### src/rtl/cpu_pkg.sv
// Shared types and constants for the RV32I-subset multi-cycle controller:
// ALU/immediate/write-back encodings, opcodes, funct fields and FSM states.
package cpu_pkg;

    typedef enum logic [3:0] {
        ALU_ADD   = 4'd0,
        ALU_SUB   = 4'd1,
        ALU_AND   = 4'd2,
        ALU_OR    = 4'd3,
        ALU_XOR   = 4'd4,
        ALU_SLL   = 4'd5,
        ALU_SRL   = 4'd6,
        ALU_SRA   = 4'd7,
        ALU_SLT   = 4'd8,
        ALU_BPASS = 4'd9
    } alu_op_t;

    typedef enum logic [2:0] {
        SEXT_ADDI = 3'd0,
        SEXT_SLLI = 3'd1,
        SEXT_SW   = 3'd2,
        SEXT_LUI  = 3'd3
    } sign_extend_t;

    typedef enum logic [1:0] {
        MUX_ALU       = 2'd0,
        MUX_MEM       = 2'd1,
        MUX_PC_PLUS_4 = 2'd2
    } REGISTER_DATA_IN_MUX_SEL;

    typedef enum logic [6:0] {
        OP_R_TYPE = 7'b0110011,
        OP_I_TYPE = 7'b0010011,
        OP_LUI    = 7'b0110111,
        OP_LW     = 7'b0000011,
        OP_SW     = 7'b0100011
    } OPCODE_TYPE;

    typedef enum logic [2:0] {
        ST_FETCH     = 3'd0,
        ST_DECODE    = 3'd1,
        ST_EXECUTE   = 3'd2,
        ST_MEM       = 3'd3,
        ST_WRITEBACK = 3'd4,
        ST_TRAP      = 3'd5
    } ctrl_state_t;

    localparam logic [2:0] F3_ADD_SUB = 3'b000;
    localparam logic [2:0] F3_SLL     = 3'b001;
    localparam logic [2:0] F3_SLT     = 3'b010;
    localparam logic [2:0] F3_SLTU    = 3'b011;
    localparam logic [2:0] F3_XOR     = 3'b100;
    localparam logic [2:0] F3_SRL_SRA = 3'b101;
    localparam logic [2:0] F3_OR      = 3'b110;
    localparam logic [2:0] F3_AND     = 3'b111;
    localparam logic [2:0] F3_WORD    = 3'b010;

    localparam logic [6:0] F7_BASE = 7'b0000000;
    localparam logic [6:0] F7_ALT  = 7'b0100000;

endpackage

### src/rtl/instr_decoder.sv
// Combinational instruction classifier: opcode/funct3/funct7 to legality,
// memory-access kind and the ALU/immediate selects used in EXECUTE and MEM.
module instr_decoder
    import cpu_pkg::*;
(
    input  logic [6:0]   opcode,
    input  logic [2:0]   funct3,
    input  logic [6:0]   funct7,
    output logic         illegal,
    output logic         is_load,
    output logic         is_store,
    output alu_op_t      alu_op,
    output logic         use_imm,
    output sign_extend_t sign_extend_type
);

    always_comb begin
        illegal          = 1'b0;
        is_load          = 1'b0;
        is_store         = 1'b0;
        alu_op           = ALU_ADD;
        use_imm          = 1'b0;
        sign_extend_type = SEXT_ADDI;

        case (opcode)
            OP_R_TYPE: begin
                case (funct3)
                    F3_ADD_SUB: begin
                        if (funct7 == F7_BASE)     alu_op = ALU_ADD;
                        else if (funct7 == F7_ALT) alu_op = ALU_SUB;
                        else                       illegal = 1'b1;
                    end
                    F3_SLL:     alu_op = ALU_SLL;
                    F3_SLT:     alu_op = ALU_SLT;
                    F3_XOR:     alu_op = ALU_XOR;
                    F3_SRL_SRA: alu_op = ALU_SRL;
                    F3_OR:      alu_op = ALU_OR;
                    F3_AND:     alu_op = ALU_AND;
                    default:    illegal = 1'b1;
                endcase
                // only ADD/SUB accept a non-zero funct7
                if (funct3 != F3_ADD_SUB && funct7 != F7_BASE)
                    illegal = 1'b1;
            end
            OP_I_TYPE: begin
                use_imm = 1'b1;
                case (funct3)
                    F3_ADD_SUB: alu_op = ALU_ADD;
                    F3_SLL: begin
                        alu_op           = ALU_SLL;
                        sign_extend_type = SEXT_SLLI;
                    end
                    F3_XOR:     alu_op = ALU_XOR;
                    F3_SRL_SRA: begin
                        sign_extend_type = SEXT_SLLI;
                        if (funct7 == F7_BASE)     alu_op = ALU_SRL;
                        else if (funct7 == F7_ALT) alu_op = ALU_SRA;
                        else                       illegal = 1'b1;
                    end
                    F3_OR:      alu_op = ALU_OR;
                    F3_AND:     alu_op = ALU_AND;
                    default:    illegal = 1'b1;
                endcase
            end
            OP_LUI: begin
                alu_op           = ALU_BPASS;
                use_imm          = 1'b1;
                sign_extend_type = SEXT_LUI;
            end
            OP_LW: begin
                is_load = 1'b1;
                use_imm = 1'b1;
                illegal = (funct3 != F3_WORD);
            end
            OP_SW: begin
                is_store         = 1'b1;
                use_imm          = 1'b1;
                sign_extend_type = SEXT_SW;
                illegal          = (funct3 != F3_WORD);
            end
            default: illegal = 1'b1;
        endcase
    end

endmodule

### src/rtl/multicycle_control_fsm.sv
// Multi-cycle sequencer for the RV32I-subset datapath with req/ready memory
// handshakes, sticky trap and wait timeout. Optional macro: PERF_COUNTERS_EN.
//
// state     | meaning
// ----------+-----------------------------------------------------------
// FETCH     | instr_req until instr_ready; then load IR and bump PC
// DECODE    | one idle cycle while the opcode is classified
// EXECUTE   | ALU/LUI write back, or address calculation for LW/SW
// MEM       | data_req (+data_we for SW) until data_ready
// WRITEBACK | load data written to the register file
// TRAP      | illegal instruction or timeout; left only by reset
module multicycle_control_fsm
    import cpu_pkg::*;
#(
    parameter int MEM_TIMEOUT = 16,
    parameter int TIMEOUT_W   = 5    // MEM_TIMEOUT must be < 2**TIMEOUT_W
) (
    input  logic       clk,
    input  logic       reset,
    input  logic [6:0] opcode,
    input  logic [2:0] funct3,
    input  logic [6:0] funct7,
    output logic       instr_req,
    input  logic       instr_ready,
    output logic       data_req,
    output logic       data_we,
    input  logic       data_ready,
    output logic       pc_write,
    output logic       ir_write,
    output logic       reg_write,
    output logic [3:0] alu_op,
    output logic       use_imm,
    output logic [2:0] sign_extend_type,
    output logic [1:0] register_data_in_mux_sel,
    output logic       trap,
    output logic [2:0] state_check
`ifdef PERF_COUNTERS_EN
    ,
    output logic [31:0] cycle_count,
    output logic [31:0] instret_count
`endif
);

    ctrl_state_t          r_state;
    ctrl_state_t          w_state_next;
    logic [TIMEOUT_W-1:0] r_wait_cnt;
    logic                 w_timeout;
    logic                 w_waiting;

    logic                 w_illegal;
    logic                 w_is_load;
    logic                 w_is_store;
    alu_op_t              w_dec_alu_op;
    logic                 w_dec_use_imm;
    sign_extend_t         w_dec_sext;

    instr_decoder u_decoder (
        .opcode           (opcode),
        .funct3           (funct3),
        .funct7           (funct7),
        .illegal          (w_illegal),
        .is_load          (w_is_load),
        .is_store         (w_is_store),
        .alu_op           (w_dec_alu_op),
        .use_imm          (w_dec_use_imm),
        .sign_extend_type (w_dec_sext)
    );

    assign w_timeout = (MEM_TIMEOUT != 0) && (r_wait_cnt == TIMEOUT_W'(MEM_TIMEOUT));
    assign w_waiting = (r_state == ST_FETCH && !instr_ready) ||
                       (r_state == ST_MEM && !data_ready);

    always_ff @(posedge clk) begin
        if (reset) begin
            r_state <= ST_FETCH;
        end else begin
            r_state <= w_state_next;
        end
    end

    // Clearing on every state change covers entry into both FETCH and MEM.
    always_ff @(posedge clk) begin
        if (reset) begin
            r_wait_cnt <= '0;
        end else if (w_state_next != r_state) begin
            r_wait_cnt <= '0;
        end else if (w_waiting) begin
            r_wait_cnt <= r_wait_cnt + 1'b1;
        end
    end

    always_comb begin
        w_state_next             = r_state;
        instr_req                = 1'b0;
        data_req                 = 1'b0;
        data_we                  = 1'b0;
        pc_write                 = 1'b0;
        ir_write                 = 1'b0;
        reg_write                = 1'b0;
        alu_op                   = ALU_ADD;
        use_imm                  = 1'b0;
        sign_extend_type         = SEXT_ADDI;
        register_data_in_mux_sel = MUX_ALU;
        trap                     = 1'b0;

        if (!reset) begin
            case (r_state)
                ST_FETCH: begin
                    instr_req = 1'b1;
                    if (instr_ready) begin
                        ir_write     = 1'b1;
                        pc_write     = 1'b1;
                        w_state_next = ST_DECODE;
                    end else if (w_timeout) begin
                        w_state_next = ST_TRAP;
                    end
                end
                ST_DECODE: begin
                    w_state_next = w_illegal ? ST_TRAP : ST_EXECUTE;
                end
                ST_EXECUTE: begin
                    alu_op           = w_dec_alu_op;
                    use_imm          = w_dec_use_imm;
                    sign_extend_type = w_dec_sext;
                    if (w_is_load || w_is_store) begin
                        w_state_next = ST_MEM;
                    end else begin
                        reg_write    = 1'b1;
                        w_state_next = ST_FETCH;
                    end
                end
                ST_MEM: begin
                    // selects held from the decoder so the address stays stable
                    alu_op           = w_dec_alu_op;
                    use_imm          = w_dec_use_imm;
                    sign_extend_type = w_dec_sext;
                    data_req         = 1'b1;
                    data_we          = w_is_store;
                    if (data_ready) begin
                        w_state_next = w_is_store ? ST_FETCH : ST_WRITEBACK;
                    end else if (w_timeout) begin
                        w_state_next = ST_TRAP;
                    end
                end
                ST_WRITEBACK: begin
                    reg_write                = 1'b1;
                    register_data_in_mux_sel = MUX_MEM;
                    use_imm                  = 1'b1;
                    alu_op                   = ALU_ADD;
                    sign_extend_type         = w_dec_sext;
                    w_state_next             = ST_FETCH;
                end
                ST_TRAP: begin
                    trap = 1'b1;
                end
                default: begin
                    w_state_next = ST_FETCH;
                end
            endcase
        end
    end

    assign state_check = r_state;

`ifdef PERF_COUNTERS_EN
    logic [31:0] r_cycle_count;
    logic [31:0] r_instret_count;
    logic        w_retire;

    assign w_retire = (r_state == ST_EXECUTE && !(w_is_load || w_is_store)) ||
                      (r_state == ST_MEM && data_ready && w_is_store) ||
                      (r_state == ST_WRITEBACK);

    always_ff @(posedge clk) begin
        if (reset) begin
            r_cycle_count   <= '0;
            r_instret_count <= '0;
        end else begin
            if (r_state != ST_TRAP) r_cycle_count <= r_cycle_count + 32'd1;
            if (w_retire)           r_instret_count <= r_instret_count + 32'd1;
        end
    end

    assign cycle_count   = r_cycle_count;
    assign instret_count = r_instret_count;
`endif

endmodule

### config.mk
export PLATFORM = sky130hd
export DESIGN_NAME = multicycle_control_fsm
export DESIGN_NICKNAME = d
export VERILOG_FILES = /design/src/rtl/cpu_pkg.sv /design/src/rtl/instr_decoder.sv /design/src/rtl/multicycle_control_fsm.sv
export SDC_FILE = /design/constraint.sdc
export NUM_CORES = 1
export LEC_CHECK = 0
export CORE_UTILIZATION = 44
export CTS_CLUSTER_SIZE = 40
export DETAILED_ROUTE_END_ITERATION = 10
export HOLD_SLACK_MARGIN = 0.08
export PLACE_DENSITY = 0.81
export SYNTH_ARGS = -nofsm -noshare
export SYNTH_HDL_FRONTEND = slang
export SYNTH_SLANG_ARGS = --single-unit
### constraint.sdc
create_clock -name clk -period 2.1 [get_ports clk]
set_clock_uncertainty 0.1 [all_clocks]
set_input_delay 0.42 -clock clk [delete_from_list [all_inputs] [get_ports clk]]
set_output_delay 0.42 -clock clk [all_outputs]
set_load 0.01 [all_outputs]
* After elaboration in Yosys (flattened, before gate mapping) *
Index checks and enable logic that the tools add are counted.

storage, ports and cells
  bits in registers = 8
  input bits = 21
  word-level logic and storage cells = 91

cells by class
  add/subtract/negate cells = 1
  equality and inequality tests = 20
  multiplexer cells = 48
  reduce and logical (&&, ||, !) cells = 20

operators by type and width
  operator             number
  $eq 7x6->1 const B   4
  $pmux 4 s7           1
  $mux 3               9
  $mux 1               24
  $pmux 4 s5           1
  $eq 3x3->1 const B   6
  $mux 4               4
  $pmux 3 s5           1
  $pmux 4 s3           1
  $eq 3x2->1 const B   3
  $pmux 3 s3           1
  $pmux 1 s2           4
  $reduce_or 2->1      4
  $eq 7x2->1 const B   1
  $eq 7x5->1 const B   1
  $logic_not 7->1      1
  $reduce_bool 7->1    1
  $eq 3x1->1 const B   2
  $logic_not 3->1      2
  $reduce_or 6->1      1
  $add 5x1->5 const B  1
  $eq 5x5->1 const B   1
  $reduce_or 5->1      1
  $pmux 1 s4           1
  9 further kinds      13

* Logic depth before layout (Yosys ltp) *
  depth after elaboration = 11
  mapped depth = 7
  depth with buffers taken out = 7

* Hierarchy *
A second synthesis with hierarchy kept.

unflattened totals
  cells, all modules = 137
  area total of the unflattened synthesis = 1044.8 sq um

modules (own cells, without submodules)
  module                  instances  cells each  area each (sq um)  sequential area each (sq um)
  multicycle_control_fsm  1          84          718.2              160.2
  instr_decoder           1          53          326.6              0.0

* Worst setup path after synthesis *
Ideal clock, no wire load.

  path kind = register to output
  start point = register r_state[2] (netlist: state_check[2])
  end point = output port pc_write
  arrival time = 1.596 ns
  required time = 1.580 ns
  path slack = -0.016 ns
  cell stages (with the launch flop) = 6
  path buffers = 3
  cell sequence = dfxtp_1 buf_2 clkbuf_1 nor4_1 and2_1 buf_4

on the way
  longest elaborated chain between the ends = 3

RTL lines
  element                 RTL line                      source
  start, declared         multicycle_control_fsm.sv:44  ctrl_state_t r_state;
  start signal, assigned  multicycle_control_fsm.sv:77  r_state <= w_state_next;
  $logic_not 3->1         n/a
  $mux 1 (2 in a row)     n/a
  end, declared           multicycle_control_fsm.sv:28  output logic pc_write,

No other way between the ends.

* Worst setup path in the final report *
  start point = input port funct7[1]
  end point = output port alu_op[1]

on the way
  longest elaborated chain between the ends = 7
  elaborated cells between the ends (all ways) = 8

RTL lines
  element          RTL line                       source
  start, declared  multicycle_control_fsm.sv:22   input logic [6:0] funct7,
  $eq 7x6->1       instr_decoder.sv:57            else if (funct7 == F7_ALT) alu_op = ALU_SRA;
  $mux 3           instr_decoder.sv:57
  $mux 4 (*)       instr_decoder.sv:56            if (funct7 == F7_BASE) alu_op = ALU_SRL;
  $pmux 4 s5 (*)   instr_decoder.sv:47            case (funct3)
  $pmux 4 s3 (*)   instr_decoder.sv:25            case (opcode)
  $mux 4 (*)       multicycle_control_fsm.sv:107  case (r_state)
  $mux 4 (*)       multicycle_control_fsm.sv:106  if (!reset) begin
  end, declared    multicycle_control_fsm.sv:31   output logic [3:0] alu_op,

Every way passes the cells marked *; elsewhere a longest branch is shown, timed or not.

==> results.py <==
metrics = {
    "final_layout": {
        "drive_gt1_share_pct": 59.8,
        "multi_input_comb_area_mm2": 0.00110,
        "diodes": 0,
        "post-route-util_pct": 94.8,
        "seqCellArea_um2": 165,
        "final_net_count": 259,
        "fillers": 65,
        "syn2layout_area_growth_pct": 97.9,
    },
    "place": {
        "place.gp.congestion": 0.864,
        "dp_hpwl_um": 2950,
        "port_buffers": 38,
    },
    "run_status": {
        "status": "finished, violations left",
        "violations": "setup timing",
    },
    "grt": {
        "antenna_found_initial": 0,
        "overflow": 0,
        "grt_pass1_vias": 1651,
        "grt_pass1_wl_um": 7670,
        "grt_start_max_net_pins": 12,
        "track_usage_pct": 38.7,
    },
    "pwr": {
        "pwr_density_cell_mw_per_mm2": 312,
        "clkPwrFrac_pct": 18.1,
        "cellLeakagePower_nw": 0.953,
        "vdd_drop_max_mv": 0.447,
        "p_sw_share_pct": 39.9,
        "switching_power_w": 0.000266,
        "p_total_w": 0.000667,
        "seqPwrFrac_pct": 26.4,
        "p_int_w": 0.000401,
        "power_frac_comb_pct": 55.5,
    },
    "synthesis": {
        "ys_ff_latch": 8,
        "yosysMostFrequentCell": "nor2_1",
        "ys_seq_area_share_pct": 14.8,
        "yosysWarnings": 0,
        "synth_edf_count": 0,
        "synth_area_leaders": "dfxtp_1 (15%), nor3_1 (5.6%), nor2_1 (4.5%)",
        "synthCells": 145,
        "synth_ff_type": "dfxtp_1",
        "synth_top_area_share_pct": 14.8,
        "synth_cell_types": 51,
        "avgSynthCellArea_um2": 7.45,
        "synth_area_mm2": 0.00108,
        "synth_area_leader_cell": "dfxtp_1",
        "synth-async-reset-ratio_pct": 0,
        "synth_commonest_cells": "nor2_1 (13), nor3_1 (12), a21oi_1 (8), dfxtp_1 (8), nand2_1 (8)",
    },
    "worst_setup_path": {
        "startpoint_type": "input pin",
        "cp_max_fo": 2,
        "crit_type": "input pin to output pin",
        "cp.arrival_ns": 1.81,
        "critPathRequiredTime_ns": 1.58,
        "endpoint_kind": "output pin",
    },
    "sta": {
        "rsz0062_at_grt": "yes",
        "fin_crit_ns": 2.33,
        "setup_viol": 9,
        "relSlewSlack_pct": 65.9,
        "drv_slew": 0,
        "finalWorstSetupSlack_ns": -0.226,
        "fmax_ghz": 0.430,
        "worstMarginPinSlew_ns": 0.512,
        "hold_viol": 0,
        "fin_crit_sh_pct": 111,
    },
    "route": {
        "avgRoutedWirePerCell_um": 24.7,
        "dr_wl_met3_um": 820,
        "via_count": 1776,
        "highest_layer": "met4",
        "dr.pass1.iters": 5,
        "ant_nets": 0,
        "routed_via_density": 6.78,
        "drt_wl_total_um": 6480,
        "wl_met1_um": 2150,
        "drt_iter0_drc": 125,
        "drc_errors": 0,
        "wl_met2_um": 2870,
    },
    "clock_network": {
        "cts.sinks": 8,
        "root_buffer": "clkbuf_4",
        "insertion_delay_ns": 0.26,
        "clockBufferDepth": 2,
        "cts_buffers": 3,
        "cts_hold_buf": 0,
        "cts_tree": "done",
        "clk_pin_slew_ns": 0.06,
        "h-tree-depth": 1,
    },
    "floorplanning": {
        "io_pins": 41,
        "row_count": 17,
        "die_width_um": 51.5,
        "die_area_mm2": 0.00266,
        "core_area_mm2": 0.00225,
        "initial_utilization_pct": 47.9,
        "die_h_um": 51.5,
    },
    "run": {
        "maxCapViolations": 0,
    },
    "hold_path": {
        "hold_path.class": "input pin to flip-flop",
    },
}
==> cell usage in the layout (no fill, tap or decap), drive strengths merged, types with 2 or more instances in the layout <==
master          n
a22oi           2
ha              2
o22ai           2
a211o           2
nor2b           4
nand2           8
nand4           5
nand2b          2
dlygate4sd2     9
o21ai           3
inv             7
nor4b           3
nand3           2
o21a            2
nor2           13
or3             2
buf            74
nor3           12
or2             2
nor4            5
clkdlybuf4s50   4
a211oi          6
dlymetal6s2s    2
clkdlybuf4s15   5
nor3b           4
xor2            3
a31oi           2
clkbuf          8
xnor2           3
dfxtp           8
nand4bb         2
conb            2
a21oi           9
==> sequential cells by signal, indices dropped and copies added, names as in the netlist <==
| signal | flops |
|---|---|
| r_wait_cnt | 5 |
| state_check | 3 |
==> timing repair <==
action	4_1_cts	5_1_grt
pin swaps	13	22
resized for setup	117	42
buffers inserted	9	5
endpoints found under the setup margin	23	23
==> worst paths after layout <==
path / from / endpoint / slack (ns) / depth (start not counted)
setup / recovery: funct7[1] / alu_op[1] / -0.23 / 8
hold / removal: reset / state_check[1] / 0.47 / 3
setup reg to reg: state_check[1] / r_wait_cnt[3] / -0.05 / 6
hold reg to reg: r_wait_cnt[4] / r_wait_cnt[4] / 0.60 / 3
==> power groups by stage <==
stage | clock network, W | logic, W | registers [W]
floorplan | 0 | 0.000134 | 0.000168
global placement | 0 | 0.000272 | 0.000170
detailed placement | 0 | 0.000284 | 0.000171
CTS | 0.000116 | 0.000304 | 0.000172
global route | 0.000128 | 0.000386 | 0.000176
finish | 0.000121 | 0.000370 | 0.000176
==> metrics by stage <==
stage                     setup TNS [ns]  hold slack (ns)  instance area (um^2)  worst slack (ns)  cells
final                             -0.670            0.466                  2140            -0.226    262
after global routing               -1.46            0.481                  2140            -0.286    262
after floorplan                  -0.0160            0.442                  1090           -0.0160    146
after global placement            -11.03            0.476                  1790            -0.775    247
after CTS                         -0.426            0.492                  2010            -0.151    259
after detailed placement          -13.00            0.478                  1790            -0.838    247
==> cells by family (layout without fill, tap and decap cells) <==
logic type / Yosys count / in the layout / share of synthesized area, %
muxes: 1 / 1 / 1.04
xor gates and xnor gates: 6 / 6 / 4.87
AOI/OAI and AO/OA: 35 / 35 / 24.1
DFF: 8 / 8 / 14.8
buffers and inverters: 21 / 109 / 9.73
other: 1 / 2 / 0.347
adders and majority gates: 2 / 2 / 2.32
and+or+nand+nor: 71 / 71 / 42.8
==> layout make-up <==
| cell class | count | area share, % |
|---|---|---|
| Timing Repair Buffer | 99 | 36.9 |
| Multi-Input combinational cell | 117 | 51.4 |
| Tap cell | 28 | 1.64 |
| Sequential cell | 8 | 7.73 |
| Inverter | 7 | 1.23 |
| Clock buffer | 3 | 1.05 |
==> metal layers <==
| layer | up-vias | track usage, % |
|---|---|---|
| li1 | 716 | - |
| met4 | 0 | 21.6 |
| met2 | 196 | 67.7 |
| met1 | 783 | 42.2 |
| met3 | 81 | 9.36 |
| met5 | - | 0 |
==> worst max-delay path, stage by stage <==
cell,delay (ns)
clkdlybuf4s15_1,0.21
nor4_4,0.19
nor3b_4,0.25
buf_4,0.15
a21o_2,0.10
a21oi_2,0.06
nor4b_2,0.25
buf_2,0.18
(Power assumes the default switching activity.)
==> RTL change: new RTL, same flow settings <==
Set the parameter `TIMEOUT_W` to 10 (it was 5).
--- a/src/rtl/multicycle_control_fsm.sv
+++ b/src/rtl/multicycle_control_fsm.sv
@@ -15,3 +15,3 @@
     parameter int MEM_TIMEOUT = 16,
-    parameter int TIMEOUT_W   = 5    // MEM_TIMEOUT must be < 2**TIMEOUT_W
+    parameter int TIMEOUT_W   = 10    // MEM_TIMEOUT must be < 2**TIMEOUT_W
 ) (
Behaviour: same outputs for any inputs over 10 cycles, from zero or initial values and one cycle with reset high; that may be too few to reach the edited logic, so the function may still have changed.
==> RTL change against the original RTL <==
The flow still finishes with violations (setup timing). Sequential cell count is 5 higher. Setup slack better by 170 ps. Power rose by 62%. Largest cell class unchanged. Area after synthesis grew 8.5%. Routed wire length fell by 36%. Design area shrank 6.9%. Maximum frequency is 7.8% higher. First-iteration DRC count decreased by 59%. Sequential share of layout area is 5.5 points higher. Register-to-register slack better by 220 ps.
==> RTL change: results (changes against the original RTL) <==
M2 GR Usage 0.573 (-0.105); Synth Area in Compound Gates 0.235 (-0.00598); slowest CP cell dlygate4sd2_1; share of cells above drive strength 1 0.398 (-0.200); Setup violations, final 2 (-7); Leakage 0.874 nW (-8.2%); Tot GR Track Use 0.298 (-0.0891); Met2 Wirelength 2220 µm (-22%); switch share 0.385 (-0.0136); outcome finished with violations; Synth Register Bits 13 (+5); Placed Area 0.00185 mm² (+3.2%); power density over the cells 544 mW/mm² (+74%); Worst Hold End state_check[2]; failing checks setup timing; synth top area cells dfxtp_1 (22%), nor2_1 (7.7%), xnor2_1 (5.2%), and3_1 (4.3%), xor2_1 (3.7%); post-synth cell types 49 (-3.9%); worst setup path start opcode[5]; Synth Area in Adders 0.0214 (-0.00181); top post-synthesis cells by count nor2_1 (24), dfxtp_1 (13), nand2_1 (11); GPL Wtd Cong 0.883 (+2.2%); clock buffers 4 (+1); Non-Clock Buffer Count 82 (-17%); first drt pass iteration count 7 (+2); part of the power in combinational logic 0.580 (+0.025); vias in the first global route 1509 (-8.6%); WL final 4150 µm (-36%); DRT met1 WL 1610 µm (-25%); post-route worst setup slack -56.5 ps (+169 ps); buffering overhead 0.332 (-0.0374); CP peak stage delay 330 ps (+80 ps); WP data arrival 1640 ps (-170 ps); count of multi-input gates 125 (+6.8%); clk slew on worst S/H paths 80 ps (+20 ps); Peak VDD IR 0.473 mV (+5.8%); crit path max fanout 6 (+4); DP Worst Slack -874 ps (-36.1 ps); Syn Area/Cell 7.60 µm² (+2.1%); hold path depth 4 (+1)
==> RTL change: cell count changes after synthesis, moves of 3 or more <==
cell | before | now
a211oi_1 | 6 | 2
and3_1 | 0 | 8
dfxtp_1 | 8 | 13
nand2_1 | 8 | 11
nor2_1 | 13 | 24
nor3_1 | 12 | 4
xnor2_1 | 3 | 7
==> RTL change: worst max-delay path, delay by kind of cell <==
family	cells	cell delay, ps
AND/OR/NAND/NOR	2	380
AO/OA/AOI/OAI	3	340
buffers and inverters	2	500
==> RTL change: worst max path at each step <==
stage | end | slack, ps | cells past startpoint
finish | alu_op[0] | -60 | 7
global route | alu_op[0] | -150 | 8
CTS | ir_write | -60 | 5
detailed placement | alu_op[0] | -870 | 7
global placement | sign_extend_type[1] | -680 | 6
floorplan | alu_op[1] | 4 | 5
==> RTL change: repair_timing <==
item | in CTS | in global routing
setup buffers | 4 | 0
gates resized for setup | 106 | 13
pin swaps | 16 | 5
hold buffers | 0 | 0
setup endpoints to repair | 28 | 15
endpoints found under the hold margin | 0 | 0
